`config.mk`:
```
export PLATFORM = sky130hd
export DESIGN_NAME = mult_job_sequencer_flat
export DESIGN_NICKNAME = d
export VERILOG_FILES = /design/src/rtl/mult_job_sequencer_pkg.sv /design/src/rtl/mult_job_sequencer_if.sv /design/src/rtl/mult_job_sequencer_sync_fifo_op.sv /design/src/rtl/mult_job_sequencer.sv /design/src/flat_wrapper.sv
export SDC_FILE = /design/constraint.sdc
export NUM_CORES = 1
export LEC_CHECK = 0
export ABC_AREA = 0
export ABC_CLOCK_PERIOD_IN_PS = 3400
export CORE_UTILIZATION = 52
export DETAILED_ROUTE_END_ITERATION = 8
export PLACE_DENSITY_LB_ADDON = 0.25
export SYNTH_ARGS = -nofsm -noshare
export SYNTH_HDL_FRONTEND = slang
export SYNTH_HIERARCHICAL = 1
export SYNTH_SLANG_ARGS = --single-unit
```
`constraint.sdc`:
```
create_clock -name clk -period 3.4 [get_ports clk]
set_clock_uncertainty 0.1 [all_clocks]
set_input_delay 0.68 -clock clk [delete_from_list [all_inputs] [get_ports clk]]
set_output_delay 0.68 -clock clk [all_outputs]
set_load 0.02 [all_outputs]
```
`src/rtl/mult_job_sequencer_pkg.sv`:
```
// mult_job_sequencer_pkg: shared state encoding, operand/product widths and default watchdog limit
package mult_job_sequencer_pkg;
  localparam int OP_W = 8;
  localparam int PROD_W = 16;
  localparam int TIMEOUT_DEF = 31;
  typedef enum logic [1:0] {ST_IDLE = 2'd0, ST_LOAD = 2'd1, ST_RUN = 2'd2, ST_HOLD = 2'd3} state_t;
endpackage

```
`src/rtl/mult_job_sequencer_if.sv`:
```
// mult_job_sequencer_if: job input, multiplier link and result output of the sequencer
// master = sequencer side, slave = upstream producer / multiplier / consumer side
interface mult_job_sequencer_if #(parameter int AW = 2);
  import mult_job_sequencer_pkg::*;
  logic in_valid, in_ready;
  logic [OP_W-1:0] in_a, in_b;
  logic mult_start, mult_done, mult_rst_n;
  logic [OP_W-1:0] mult_a, mult_b;
  logic [PROD_W-1:0] mult_product;
  logic out_valid, out_ready, out_err, busy;
  logic [PROD_W-1:0] out_product;
  logic [AW:0] fifo_count;
  modport master (
    input in_valid, in_a, in_b, mult_done, mult_product, out_ready,
    output in_ready, mult_start, mult_a, mult_b, mult_rst_n, out_valid, out_product, out_err, busy, fifo_count
  );
  modport slave (
    output in_valid, in_a, in_b, mult_done, mult_product, out_ready,
    input in_ready, mult_start, mult_a, mult_b, mult_rst_n, out_valid, out_product, out_err, busy, fifo_count
  );
endinterface

```
`src/rtl/mult_job_sequencer_sync_fifo_op.sv`:
```
// sync_fifo_op: DEPTH x W synchronous FIFO with occupancy count and show-ahead head output
// ports: clk, rst (async active-low), push/wdata, pop/rdata, count
module sync_fifo_op import mult_job_sequencer_pkg::*; #(
  parameter int DEPTH = 4,
  parameter int AW = 2,
  parameter int W = PROD_W
) (
  input  logic         clk,
  input  logic         rst,
  input  logic         push,
  input  logic         pop,
  input  logic [W-1:0] wdata,
  output logic [W-1:0] rdata,
  output logic [AW:0]  count
);
  logic [W-1:0] mem_q [DEPTH];
  logic [AW-1:0] wr_q, wr_d, rd_q, rd_d;
  logic [AW:0] cnt_q, cnt_d;
  always_comb begin
    wr_d = push ? wr_q + AW'(1) : wr_q;
    rd_d = pop ? rd_q + AW'(1) : rd_q;
    cnt_d = cnt_q + (AW+1)'(push) - (AW+1)'(pop);
  end
  always_ff @(posedge clk or negedge rst)
    if (!rst) begin
      wr_q <= '0;
      rd_q <= '0;
      cnt_q <= '0;
    end else begin
      wr_q <= wr_d;
      rd_q <= rd_d;
      cnt_q <= cnt_d;
    end
  always_ff @(posedge clk)
    if (push) mem_q[wr_q] <= wdata;
  assign rdata = mem_q[rd_q];
  assign count = cnt_q;
endmodule

```
`src/rtl/mult_job_sequencer.sv`:
```
// mult_job_sequencer: queues operand pairs and drives a level-start Booth multiplier one job at a time
// ports: clk, rst (async active-low), bus (mult_job_sequencer_if.master: input job, multiplier link, result)
// optional MULT_TIMEOUT_EN: watchdog aborts a job after TIMEOUT RUN cycles with an error result
module mult_job_sequencer import mult_job_sequencer_pkg::*; #(
  parameter int DEPTH = 4,
  parameter int AW = 2
`ifdef MULT_TIMEOUT_EN
  , parameter int TIMEOUT = TIMEOUT_DEF
`endif
) (
  input logic clk,
  input logic rst,
  mult_job_sequencer_if.master bus
);
  logic push, pop;
  logic [PROD_W-1:0] head;
  logic [AW:0] count;
  state_t state_q, state_d;
  logic start_q, start_d, ov_q, ov_d;
  logic [OP_W-1:0] a_q, a_d, b_q, b_d;
  logic [PROD_W-1:0] prod_q, prod_d;
`ifdef MULT_TIMEOUT_EN
  localparam int WDW = $clog2(TIMEOUT + 1);
  logic [WDW-1:0] wd_q, wd_d;
  logic err_q, err_d, mrst_q, mrst_d;
  assign bus.mult_rst_n = mrst_q;
  assign bus.out_err = err_q;
`else
  assign bus.mult_rst_n = 1'b1;
  assign bus.out_err = 1'b0;
`endif
  assign push = bus.in_valid && bus.in_ready;
  sync_fifo_op #(.DEPTH(DEPTH), .AW(AW), .W(PROD_W)) u_fifo (
    .clk(clk), .rst(rst), .push(push), .pop(pop),
    .wdata({bus.in_a, bus.in_b}), .rdata(head), .count(count)
  );
  always_comb begin
    state_d = state_q;
    start_d = start_q;
    a_d = a_q;
    b_d = b_q;
    prod_d = prod_q;
    ov_d = ov_q && !bus.out_ready;
    pop = 1'b0;
`ifdef MULT_TIMEOUT_EN
    err_d = err_q;
    mrst_d = 1'b1;
    wd_d = wd_q;
`endif
    case (state_q)
      // launch only into a free result slot, so capture never meets a handshake
      ST_IDLE: if (count != '0 && (!ov_q || bus.out_ready)) begin
        pop = 1'b1;
        {a_d, b_d} = head;
        state_d = ST_LOAD;
      end
      ST_LOAD: begin
        start_d = 1'b1;
        state_d = ST_RUN;
`ifdef MULT_TIMEOUT_EN
        wd_d = '0;
`endif
      end
      // start must fall on the done edge or the multiplier relaunches on the same operands
      ST_RUN: if (bus.mult_done) begin
        start_d = 1'b0;
        prod_d = bus.mult_product;
        ov_d = 1'b1;
        state_d = ST_HOLD;
`ifdef MULT_TIMEOUT_EN
        err_d = 1'b0;
      end else if (wd_q == WDW'(TIMEOUT - 1)) begin
        start_d = 1'b0;
        mrst_d = 1'b0;
        prod_d = '0;
        ov_d = 1'b1;
        err_d = 1'b1;
        state_d = ST_HOLD;
      end else begin
        wd_d = wd_q + WDW'(1);
`endif
      end
      default: state_d = ST_IDLE;
    endcase
  end
  always_ff @(posedge clk or negedge rst)
    if (!rst) begin
      state_q <= ST_IDLE;
      start_q <= 1'b0;
      a_q <= '0;
      b_q <= '0;
      prod_q <= '0;
      ov_q <= 1'b0;
`ifdef MULT_TIMEOUT_EN
      wd_q <= '0;
      err_q <= 1'b0;
      mrst_q <= 1'b1;
`endif
    end else begin
      state_q <= state_d;
      start_q <= start_d;
      a_q <= a_d;
      b_q <= b_d;
      prod_q <= prod_d;
      ov_q <= ov_d;
`ifdef MULT_TIMEOUT_EN
      wd_q <= wd_d;
      err_q <= err_d;
      mrst_q <= mrst_d;
`endif
    end
  assign bus.in_ready = count != (AW+1)'(DEPTH);
  assign bus.mult_start = start_q;
  assign bus.mult_a = a_q;
  assign bus.mult_b = b_q;
  assign bus.out_valid = ov_q;
  assign bus.out_product = prod_q;
  assign bus.busy = state_q != ST_IDLE || count != '0;
  assign bus.fifo_count = count;
endmodule

```
`src/flat_wrapper.sv`:
```
// flat-port wrapper written by rule: the top's interface ports become plain ports
module mult_job_sequencer_flat import mult_job_sequencer_pkg::*;
#(
  parameter int DEPTH = 4,
  parameter int AW = 2

)
  (clk, rst, bus_in_valid, bus_in_a, bus_in_b, bus_mult_done, bus_mult_product, bus_out_ready, bus_in_ready, bus_mult_start, bus_mult_a, bus_mult_b, bus_mult_rst_n, bus_out_valid, bus_out_product, bus_out_err, bus_busy, bus_fifo_count);
  mult_job_sequencer_if #(.AW(AW)) bus_i ();
  input logic clk;
  input logic rst;
  input wire logic [$bits(bus_i.in_valid)-1:0] bus_in_valid;
  input wire logic [$bits(bus_i.in_a)-1:0] bus_in_a;
  input wire logic [$bits(bus_i.in_b)-1:0] bus_in_b;
  input wire logic [$bits(bus_i.mult_done)-1:0] bus_mult_done;
  input wire logic [$bits(bus_i.mult_product)-1:0] bus_mult_product;
  input wire logic [$bits(bus_i.out_ready)-1:0] bus_out_ready;
  output wire logic [$bits(bus_i.in_ready)-1:0] bus_in_ready;
  output wire logic [$bits(bus_i.mult_start)-1:0] bus_mult_start;
  output wire logic [$bits(bus_i.mult_a)-1:0] bus_mult_a;
  output wire logic [$bits(bus_i.mult_b)-1:0] bus_mult_b;
  output wire logic [$bits(bus_i.mult_rst_n)-1:0] bus_mult_rst_n;
  output wire logic [$bits(bus_i.out_valid)-1:0] bus_out_valid;
  output wire logic [$bits(bus_i.out_product)-1:0] bus_out_product;
  output wire logic [$bits(bus_i.out_err)-1:0] bus_out_err;
  output wire logic [$bits(bus_i.busy)-1:0] bus_busy;
  output wire logic [$bits(bus_i.fifo_count)-1:0] bus_fifo_count;
  assign bus_i.in_valid = bus_in_valid;
  assign bus_i.in_a = bus_in_a;
  assign bus_i.in_b = bus_in_b;
  assign bus_i.mult_done = bus_mult_done;
  assign bus_i.mult_product = bus_mult_product;
  assign bus_i.out_ready = bus_out_ready;
  assign bus_in_ready = bus_i.in_ready;
  assign bus_mult_start = bus_i.mult_start;
  assign bus_mult_a = bus_i.mult_a;
  assign bus_mult_b = bus_i.mult_b;
  assign bus_mult_rst_n = bus_i.mult_rst_n;
  assign bus_out_valid = bus_i.out_valid;
  assign bus_out_product = bus_i.out_product;
  assign bus_out_err = bus_i.out_err;
  assign bus_busy = bus_i.busy;
  assign bus_fifo_count = bus_i.fifo_count;
  mult_job_sequencer #(.DEPTH(DEPTH), .AW(AW)) u_core (.clk(clk), .rst(rst), .bus(bus_i));
endmodule
```
==> impl_results.md, run 1 <==
* Status: finished, final reports clean
* Fmax at 386 MHz
* Final instance area at 0.00529 mm²
* Final #Nets at 348
* Initial Util at 0.545
* Inserted Diodes at 0
* Die width at 92.4 µm
* RSZ-0062 raised after global routing: false
* Most used DFF post-synth: edfxtp_1
* Vias in the first global route at 2134
* Htree depth at 3
* Post-synthesis sequential area ratio at 0.705
* CP max stage delay at 0.55 ns
* Setup violations, final at 0
* Max-cap check violation count at 0
* Clk buf depth at 2
* Post-cts sizing count at 0
* Worst rel slew slack at 0.359
* GRT Max-Usage Layer: met2
* CP Class: reg2out
* Post-Syn Area at 0.00425 mm²
* Number of synthesized register bits at 107
* IO Port Bufs at 75
* Critical path required time at 2.62 ns
* Fillers at 535
* FFs w/ async S/R, synth at 0.402
* Skew-Pair Late Insertion Delay at 0.36 ns
* Area contributors post-synth: edfxtp_1 (45%), dfrtp_1 (25%), mux2_2 (6.1%), mux4_1 (4.9%), mux4_2 (4.2%)
* M1 GR Usage at 0.226
* Setup TNS at 0 ns
* Die Y at 92.4 µm
* # rows at 32
* Postcts setup bufs at 0
* Fin crit period at 2.59 ns
* Synth top area share at 0.452
* Area grow syn2layout at 24.3%
* Crit-path cells: inv_1, ha_1, nand2_1, clkdlybuf4s50_1
* WL per Instance at 16.8 µm
* Crit path buf inv count at 2
* Slew Limit Fails at 0
* Routed vias/inst at 5.17
* Worst hold path type: in2async
* Pwr/cell area at 908 mW/mm²
* CTS Buf Count at 9
* Grt met3 use at 0.0386
* Placed cell count at 392
* Maximum vdd drop at 0.393 mV
* Non-Filler Instances at 408
* Final GP Congestion at 0.696
* Final wirelength at 6840 µm
* GRT met2 Usage at 0.285
* Detailed Routing Iterations Pass 1 at 4
* CTS hold repair buffers at 0
* Die area at 0.00854 mm²
* Max FO, Critical Path at 6
* Initial antenna violation count at 0
* DRC Markers at 0
* Ys Warns at 6
* Synthesized instance count at 217
* Sink Count at 107
* HPWL after detailed placement at 4440 µm
* CP Capture Type: primary output
* CP top delay family: buffers and inverters
* R2R depth at 9
* Slowest CP cell: clkdlybuf4s50_1
* Num ports at 78
* CP arrival at 1.81 ns
* Crit share post-route at 0.761
* Unique masters post-synth at 30
* Cell taking the most area after synthesis: edfxtp_1
* Reg clk slew, reported paths at 0.09 ns
* Global route overflow at 0
* Placement Cell Area at 0.00509 mm²
* DR iter-0 viols at 122
* Mapped Avg Cell Area at 19.6 µm²
* CP Launch Type: flop
* Critical R2R Capture: u_core/u_fifo/count[2]
* Worst setup margin at 0.812 ns
* EDFF count, synth at 64
* DRT antenna net count at 0
* Final hold viol count at 0
* Least-Margin Pin Slew at 0.962 ns
* Setup slack, reg-to-reg at 1.09 ns
* Vias at 2110
* Root buffer cell: clkbuf_8
* CTS tree: built
* Dpl ws at 0.562 ns
* Fraction of layout instances using a drive strength above 1 at 0.209
* Syn Nets at 264
* Worst R2R Start: u_core/u_fifo/count[1]
* Global-route wire length before repair at 10900 µm
* Gr usage total at 0.175
* Static leakage at 2.05 nW
* Largest net degree at the start of global routing at 44
* Core box area at 0.00781 mm²
==> cells in the final DEF (no fill, tap or decap), types with 2 or more instances in the layout <==
master           instances
buf_4                    6
inv_1                   11
o21ai_0                  3
edfxtp_1                64
ha_1                     9
mux4_2                   8
nand2_1                  5
nor2b_1                  2
nor2_1                   2
clkbuf_8                10
clkbuf_1                 2
conb_1                   2
mux2_2                  23
mux4_1                   8
xor2_1                   2
clkdlybuf4s50_1         74
mux2_4                   9
xnor2_1                  3
and2_1                   5
dfrtp_1                 43
==> worst max-delay path by stage <==
stage	from	endpoint	slack, ns	depth (start not counted)
2_1_floorplan	bus_out_ready	u_core/u_fifo/count[2]	0.85	10
3_3_place_gp	bus_out_ready	u_core/u_fifo/count[2]	0.58	10
3_5_place_dp	bus_out_ready	u_core/u_fifo/count[2]	0.56	10
4_1_cts	u_core/state_q[0]	bus_busy	0.79	4
5_1_grt	u_core/state_q[0]	bus_busy	0.71	4
6_report	u_core/state_q[0]	bus_busy	0.81	4
==> cell usage after synthesis (2+ instances only) <==
cell,number
and2_1,5
buf_12,2
buf_2,3
buf_4,2
conb_1,2
dfrtp_1,43
edfxtp_1,64
ha_1,9
inv_1,11
mux2_2,23
mux2_4,9
mux4_1,8
mux4_2,8
nand2_1,5
nor2_1,2
nor2b_1,2
o21ai_0,3
xnor2_1,3
xor2_1,2
==> worst register-to-register path, cell delays in order (launching register included) <==
cell	delay [ns]
dfrtp_1	0.43
nor3_2	0.27
nand3b_4	0.18
inv_1	0.07
ha_1	0.27
inv_1	0.04
ha_1	0.18
fa_1	0.38
xnor2_1	0.20
xnor2_1	0.13
==> state kept, by name, summed over array words and instances (netlist names) <==
signal and cells:
u_core/bus.mult_a 8, u_core/bus.mult_b 8, u_core/bus.mult_start 1, u_core/bus.out_product 16, u_core/bus.out_valid 1, u_core/state_q 2
u_core/u_fifo/count 3, u_core/u_fifo/mem_q 64, u_core/u_fifo/rd_q 2, u_core/u_fifo/wr_q 2
==> stage by stage <==
step | utilization | total power, mW | hold WS [ns]
floorplan | - | 3.37 | 0.284
global placement | 0.652 | 4.04 | 0.387
detailed placement | 0.652 | 4.08 | 0.393
CTS | 0.677 | 4.85 | 0.392
global route | 0.677 | 5.06 | 0.425
finish | 0.677 | 4.80 | 0.356
==> cell families (layout without fill, tap and decap cells) <==
| kind of cell | Yosys count | after routing | share of synthesized area |
|---|---|---|---|
| DFF | 107 | 107 | 0.705 |
| muxes | 48 | 48 | 0.184 |
| and+or+nand+nor | 19 | 19 | 0.0277 |
| buffers and inverters | 19 | 108 | 0.0288 |
| adders and majority gates | 10 | 10 | 0.0312 |
| AOI/OAI and AO/OA | 7 | 7 | 0.0109 |
| xor gates and xnor gates | 5 | 5 | 0.0103 |
| other | 2 | 2 | 0.00177 |
==> where the power goes <==
group | internal, mW | total, mW | switching [mW]
Sequential | 1.82 | 2.04 | 0.222
Combinational | 1.09 | 1.99 | 0.899
Clock | 0.364 | 0.768 | 0.404
==> metal layers <==
layer / share of wire / up-vias
met4: 0.017 / 0
met5: 0 / -
met2: 0.49 / 70
met1: 0.43 / 1051
met3: 0.064 / 10
li1: - / 979
==> layout make-up <==
cell class / count / area (µm²) / area share
Clock buffer: 12 / 145 / 0.0275
Clock inverter: 4 / 50.0 / 0.00947
Inverter: 11 / 41.3 / 0.00781
Multi-Input combinational cell: 91 / 1130 / 0.214
Sequential cell: 107 / 3000 / 0.567
Tap cell: 102 / 128 / 0.0241
Timing Repair Buffer: 81 / 791 / 0.150
Note: power is estimated with default switching activity, not from simulation.
==> inputs of run 2 (changes only) <==
--- a/config.mk
+++ b/config.mk
@@ -6,8 +6,8 @@
 export NUM_CORES = 1
 export LEC_CHECK = 0
 export ABC_AREA = 0
-export ABC_CLOCK_PERIOD_IN_PS = 3400
-export CORE_UTILIZATION = 52
+export ABC_CLOCK_PERIOD_IN_PS = 2100
+export CORE_UTILIZATION = 47
 export DETAILED_ROUTE_END_ITERATION = 8
 export PLACE_DENSITY_LB_ADDON = 0.25
 export SYNTH_ARGS = -nofsm -noshare
==> constraint.sdc (replaced) <==
create_clock -name clk -period 2.1 [get_ports clk]
set_clock_uncertainty 0.1 [all_clocks]
set_input_delay 0.42 -clock clk [delete_from_list [all_inputs] [get_ports clk]]
set_output_delay 0.42 -clock clk [all_outputs]
set_load 0.02 [all_outputs]
==> run 2 against run 1 <==
Effect of this change:
- combinational power up 83%
- non-clock buffer count grew 15
- power up 70%
- wire length rose by 3.7%
- critical path type is now in2reg
- highest routed layer unchanged
==> impl_results.md, run 2 (synthesis results as in run 1) <==
* CP arrival at 2.25 ns (was 1.81 ns)
* Clk buf depth at 2 (unchanged)
* Tot Pwr at 8.14 mW (was 4.80 mW)
* Critical path required time at 2.25 ns (was 2.62 ns)
* Gr usage total at 0.164 (was 0.175)
* Initial Util at 0.488 (was 0.545)
* Maximum vdd drop at 0.779 mV (was 0.393 mV)
* Vias at 2181 (was 2110)
* Inserted Diodes at 0 (unchanged)
* Largest net degree at the start of global routing at 26 (was 44)
* Static leakage at 2.14 nW (was 2.05 nW)
* Multi-input gate area at 0.00119 mm² (was 0.00113 mm²)
* Max reg flops at 64 (unchanged)
* Sink Count at 107 (unchanged)
* Crit share post-route at 0.998
* CP Class: in2reg (was reg2out)
* Die area at 0.00943 mm² (was 0.00854 mm²)
* Final GP Congestion at 0.677 (was 0.696)
* Reg clk slew, reported paths at 0.11 ns (was 0.09 ns)
* Root buffer cell: clkbuf_8 (unchanged)
* Status: finished, final reports clean (unchanged)
* IO Port Bufs at 75 (unchanged)
* Reg with most FFs: u_core/u_fifo/mem_q (unchanged)
* Commonest non-fill, non-tap cell in the layout: clkdlybuf4s50_1 (unchanged)
* Most frequent cells in the layout: clkdlybuf4s50_1 (72), edfxtp_1 (64), dfrtp_1 (42) (was clkdlybuf4s50_1 (74), edfxtp_1 (64), dfrtp_1 (43))
* Setup TNS at 0 ns (unchanged)
* Initial antenna violation count at 0 (unchanged)
* Fillers at 631 (was 535)
* Max FO, Critical Path at 2 (was 6)
* Vias in the first global route at 2275 (was 2134)
* Fmax at 477 MHz
* CTS Buf Count at 9 (unchanged)
* Pwr/cell area at 1480 mW/mm² (was 908 mW/mm²)
* CP Capture Type: flop (was primary output)
* M1 GR Usage at 0.206 (was 0.226)
* Routed vias/inst at 5.08 (was 5.17)
* RSZ-0062 raised after global routing: true (was false)
* GRT Max-Usage Layer: met2 (unchanged)
* Grt met3 use at 0.0540 (was 0.0386)
* Skew-Pair Late Insertion Delay at 0.36 ns (about the same)
* Max-cap check violation count at 0 (unchanged)
* Area grow syn2layout at 29.5% (was 24.3%)
* WL per Instance at 16.5 µm (was 16.8 µm)
* DRC Markers at 0 (unchanged)
* Setup slack, reg-to-reg at 0.01 ns (was 1.09 ns)
* Setup violations, final at 0 (unchanged)
* HPWL after detailed placement at 5020 µm (was 4440 µm)
* Global-route wire length before repair at 11700 µm (was 10900 µm)
* Core box area at 0.00872 mm² (was 0.00781 mm²)
* Die Y at 97.1 µm (was 92.4 µm)
* Htree depth at 3 (unchanged)
* DR iter-0 viols at 105 (was 122)
* Placed cell count at 411 (was 392)
* Worst hold path type: reg2reg (was in2async)
* Fraction of layout instances using a drive strength above 1 at 0.280 (was 0.209)
* Num ports at 78 (unchanged)
* Global route overflow at 0 (unchanged)
* Die width at 97.1 µm (was 92.4 µm)
* Dpl ws at -0.407 ns (was 0.562 ns)
* # rows at 34 (was 32)
* CTS tree: built (unchanged)
* Slew Limit Fails at 0 (unchanged)
* Non-Filler Instances at 429 (was 408)
* Final hold viol count at 0 (unchanged)
* Final wirelength at 7100 µm (was 6840 µm)
* Seq. cell area at 0.00300 mm² (about the same)
* CP Launch Type: primary input (was flop)
* Final #Nets at 363 (was 348)
* GRT met2 Usage at 0.268 (was 0.285)
* Worst setup margin at 0.00490 ns (was 0.812 ns)
* Detailed Routing Iterations Pass 1 at 4 (unchanged)
* DRT antenna net count at 0 (unchanged)
* Hold WS at 0.414 ns (was 0.356 ns)
* Fin crit period at 2.10 ns
[run 2: changes by cell type in the layout (fill, tap and decap cells not counted), sizes merged]
cell	before	now
clkdlybuf4s50	74	72
dlygate4sd3	0	1
dlygate4sd2	0	1
buf	7	21
inv	13	14
bufinv	1	0
clkinvlp	0	1
[run 2: layer usage]
metal  routed length [µm]  up-vias
met2                 3550       79
li1                     -     1016
met3                  498       13
met1                 2930     1073
met4                  116        0
met5                    0        -
[run 2: final timing paths]
kind,from,endpoint,cells after the start
max,bus_out_ready,u_core/u_fifo/count[2],10
min,u_core/bus.out_product[3],u_core/bus.out_product[3],1
max reg2reg,u_core/u_fifo/count[1],u_core/u_fifo/count[2],9
min reg2reg,u_core/bus.out_product[3],u_core/bus.out_product[3],1
max in group asynchronous,rst,u_core/bus.mult_a[0],3
min in group asynchronous,rst,u_core/u_fifo/count[1],2
[run 2: area by class of cell]
cell class,instances,share of cell area
flip-flops and latches,107,0.544
multi-input cells,91,0.215
repair buffers,96,0.170
clock buffers,11,0.0295
well taps,108,0.0245
inverters,11,0.00886
clock inverters,5,0.00727
[run 2: power by group]
group          internal (mW)  switching (mW)
registers               2.94           0.331
clock network          0.547           0.680
logic                   2.02            1.62
[run 2: metrics by stage]
stage,util,instance area (µm²)
after floorplan,-,4300
after global placement,0.605,5280
after detailed placement,0.605,5280
after CTS,0.631,5510
after global routing,0.632,5510
final,0.632,5510
[run 2: what timing repair did]
item,4_1_cts,5_1_grt
endpoints found under the setup margin,3,2
resized for setup,6,2
buffers inserted,0,1
endpoints found under the hold margin,18,0
hold buffers,1,0
pin swaps,2,0
[run 2: critical path: stages]
cell	delay [ns]
clkdlybuf4s50_1	0.43
nand2b_1	0.20
nand3b_4	0.13
inv_8	0.04
ha_4	0.25
inv_2	0.03
ha_4	0.14
fa_2	0.35
xnor2_2	0.14
xnor2_1	0.12
==> inputs of run 3 (changes only) <==
--- a/config.mk
+++ b/config.mk
@@ -9,7 +9,8 @@
 export ABC_CLOCK_PERIOD_IN_PS = 2100
 export CORE_UTILIZATION = 47
 export DETAILED_ROUTE_END_ITERATION = 8
-export PLACE_DENSITY_LB_ADDON = 0.25
+export MAX_ROUTING_LAYER = met4
+export PLACE_DENSITY_LB_ADDON = 0.08
 export SYNTH_ARGS = -nofsm -noshare
 export SYNTH_HDL_FRONTEND = slang
 export SYNTH_HIERARCHICAL = 1
==> run 3 against run 2 <==
Effect of this change:
- clock power is essentially flat
- via count shrank 0.32%
- design area grew 0.27%
- fmax grew 1.1%
- power is essentially flat
- sequential power is essentially flat
- die area is the same
- cell count shrank 0.93%
- combinational power is essentially flat
- sequential share of layout area shrank 0.15 points
- core utilization grew 0.17 points
==> impl_results.md, run 3 (synthesis results as in run 1) <==
* Static leakage at 2.13 nW (was 2.14 nW)
* Fraction of layout instances using a drive strength above 1 at 0.268 (was 0.280)
* Placement Cell Area at 0.00530 mm² (was 0.00528 mm²)
* Detailed Routing Iterations Pass 1 at 4 (unchanged)
* Global route overflow at 0 (unchanged)
* Crit-path cells: nor3_4, nand3b_4, inv_8, ha_4, inv_2, ha_4, fa_2, xnor2_2, xnor2_1 (was clkdlybuf4s50_1, nand2b_1, nand3b_4, inv_8, ha_4, inv_2, ha_4, fa_2, xnor2_2, xnor2_1)
* GRT Max-Usage Layer: met2 (unchanged)
* DRC Markers at 0 (unchanged)
* Slowest CP cell: dfrtp_2 (was clkdlybuf4s50_1)
* R2R depth at 9 (unchanged)
* Slew Limit Fails at 0 (unchanged)
* CP Capture Type: flop (unchanged)
* Most frequent CP cell: ha_4 (unchanged)
* Final #Nets at 359 (was 363)
* GRT met2 Usage at 0.265 (was 0.268)
* Origin of the worst min-delay path: u_core/bus.mult_b[4] (was u_core/bus.out_product[3])
* Commonest non-fill, non-tap cell in the layout: clkdlybuf4s50_1 (unchanged)
* Crit share post-route at 0.987 (was 0.998)
* Most frequent cells in the layout: clkdlybuf4s50_1 (72), edfxtp_1 (64), dfrtp_1 (42) (unchanged)
* Pwr/cell area at 1470 mW/mm² (was 1480 mW/mm²)
* Reg clk slew, reported paths at 0.10 ns (was 0.11 ns)
* Final wirelength at 6940 µm (was 7100 µm)
* Clk buf depth at 2 (unchanged)
* CP arrival at 2.22 ns (was 2.25 ns)
* Largest net degree at the start of global routing at 25 (was 26)
* Placed cell count at 407 (was 411)
* Vias at 2174 (was 2181)
* Max-cap check violation count at 0 (unchanged)
* HPWL after detailed placement at 4670 µm (was 5020 µm)
* Core box area at 0.00872 mm² (unchanged)
* Hold WS at 0.408 ns (was 0.414 ns)
* M1 GR Usage at 0.215 (was 0.206)
* Least-Margin Pin Slew at 0.529 ns
* Setup violations, final at 0 (unchanged)
* DR iter-0 viols at 122 (was 105)
* CP max stage delay at 0.44 ns (was 0.43 ns)
* Fin crit period at 2.07 ns (was 2.10 ns)
* CTS tree: built (unchanged)
* Fillers at 647 (was 631)
* Global-route wire length before repair at 11600 µm (was 11700 µm)
* WL per Instance at 16.3 µm (was 16.5 µm)
* CP top delay family: adder cells (unchanged)
* Die width at 97.1 µm (unchanged)
* CTS Buf Count at 9 (unchanged)
* Num ports at 78 (unchanged)
* Hold Path Depth at 1 (unchanged)
* Worst hold path type: reg2reg (unchanged)
* Layout Utilization at 0.633 (was 0.632)
* Max FO, Critical Path at 2 (unchanged)
* Final GP Congestion at 0.698 (was 0.677)
* Initial Util at 0.488 (unchanged)
* CP Launch Type: flop (was primary input)
* RSZ-0062 raised after global routing: true (unchanged)
* Crit path buf inv count at 2 (was 3)
* Die Y at 97.1 µm (unchanged)
* IO Port Bufs at 75 (unchanged)
* Worst R2R Start: u_core/u_fifo/count[2] (was u_core/u_fifo/count[1])
* Root buffer cell: clkbuf_8 (unchanged)
* Fmax at 482 MHz (was 477 MHz)
* Final hold viol count at 0 (unchanged)
* Area grow syn2layout at 29.9% (was 29.5%)
* Max reg flops at 64 (unchanged)
* Inserted Diodes at 0 (unchanged)
* Maximum vdd drop at 0.726 mV (was 0.779 mV)
* Initial antenna violation count at 0 (unchanged)
* # rows at 34 (unchanged)
* Routed vias/inst at 5.12 (was 5.08)
* Skew-Pair Late Insertion Delay at 0.35 ns (was 0.36 ns)
* Worst rel slew slack at 0.648
* Multi-input gate area at 0.00118 mm² (was 0.00119 mm²)
* Critical path required time at 2.24 ns (was 2.25 ns)
* Sink Count at 107 (unchanged)
* Reg with most FFs: u_core/u_fifo/mem_q (unchanged)
* CP Class: reg2reg (was in2reg)
* Htree depth at 3 (unchanged)
* Gr usage total at 0.167 (was 0.164)
* Critical Path Source: u_core/u_fifo/count[2] (was bus_out_ready)
* Worst path depth at 9 (was 10)
* Seq. cell area at 0.00300 mm² (unchanged)
* Status: finished, final reports clean (unchanged)
* Grt met3 use at 0.0338 (was 0.0540)
* Final instance area at 0.00552 mm² (was 0.00551 mm²)
* Vias in the first global route at 2215 (was 2275)
* Die area at 0.00943 mm² (unchanged)
* DRT antenna net count at 0 (unchanged)
* Non-Filler Instances at 425 (was 429)
==> run 3: what timing repair did <==
action,4_1_cts,5_1_grt
hold endpoints to repair,19,0
gates cloned,0,0
setup buffers,0,1
hold buffers,1,0
setup endpoints to repair,3,2
pin swaps,2,1
resized for setup,4,3
==> run 3: report_power, final <==
group          internal (mW)  switching (mW)  total (mW)
logic                   2.03            1.61        3.63
clock network          0.567           0.671        1.24
registers               2.94           0.326        3.27
==> run 3: worst paths after layout <==
path | slack [ns] | end
worst max-delay path | 0.03 | u_core/u_fifo/count[2]
worst min-delay path | 0.41 | u_core/bus.mult_b[4]
worst max register to register | 0.03 | u_core/u_fifo/count[2]
worst min register to register | 0.41 | u_core/bus.mult_b[4]
max in group asynchronous | 0.92 | u_core/bus.mult_b[5]
min in group asynchronous | 0.47 | u_core/state_q[0]
==> run 3: layout make-up <==
cell class	instances	share of cell area
Clock inverter	6	0.0131
Multi-Input combinational cell	91	0.214
Tap cell	108	0.0245
Clock buffer	10	0.0231
Inverter	11	0.00883
Sequential cell	107	0.543
Timing Repair Buffer	92	0.173
==> run 3: worst register-to-register path, delay by kind of cell (launching register included) <==
| family | cells | cell delay, ns |
|---|---|---|
| flip-flops | 1 | 0.44 |
| adder cells (fa/ha/maj) | 3 | 0.73 |
| XOR/XNOR | 2 | 0.26 |
| AND/OR/NAND/NOR | 2 | 0.38 |
| buffers and inverters | 2 | 0.07 |
==> run 3: per-layer routing <==
metal | routed length [µm] | part of all wire | vias up
li1 | - | - | 1007
met1 | 3090 | 0.44 | 1102
met3 | 288 | 0.041 | 4
met4 | 55 | 0.0079 | 0
met2 | 3510 | 0.51 | 61
met5 | 0 | 0 | -
==> run 3: stage by stage <==
stage / total power [mW] / setup TNS, ns / setup WS, ns
after global routing: 8.64 / -0.0463 / -0.0463
after global placement: 6.92 / -0.580 / -0.374
after floorplan: 5.57 / -0.391 / -0.279
after CTS: 8.25 / 0 / 0.00599
after detailed placement: 7.00 / -0.613 / -0.387
final: 8.14 / 0 / 0.0271
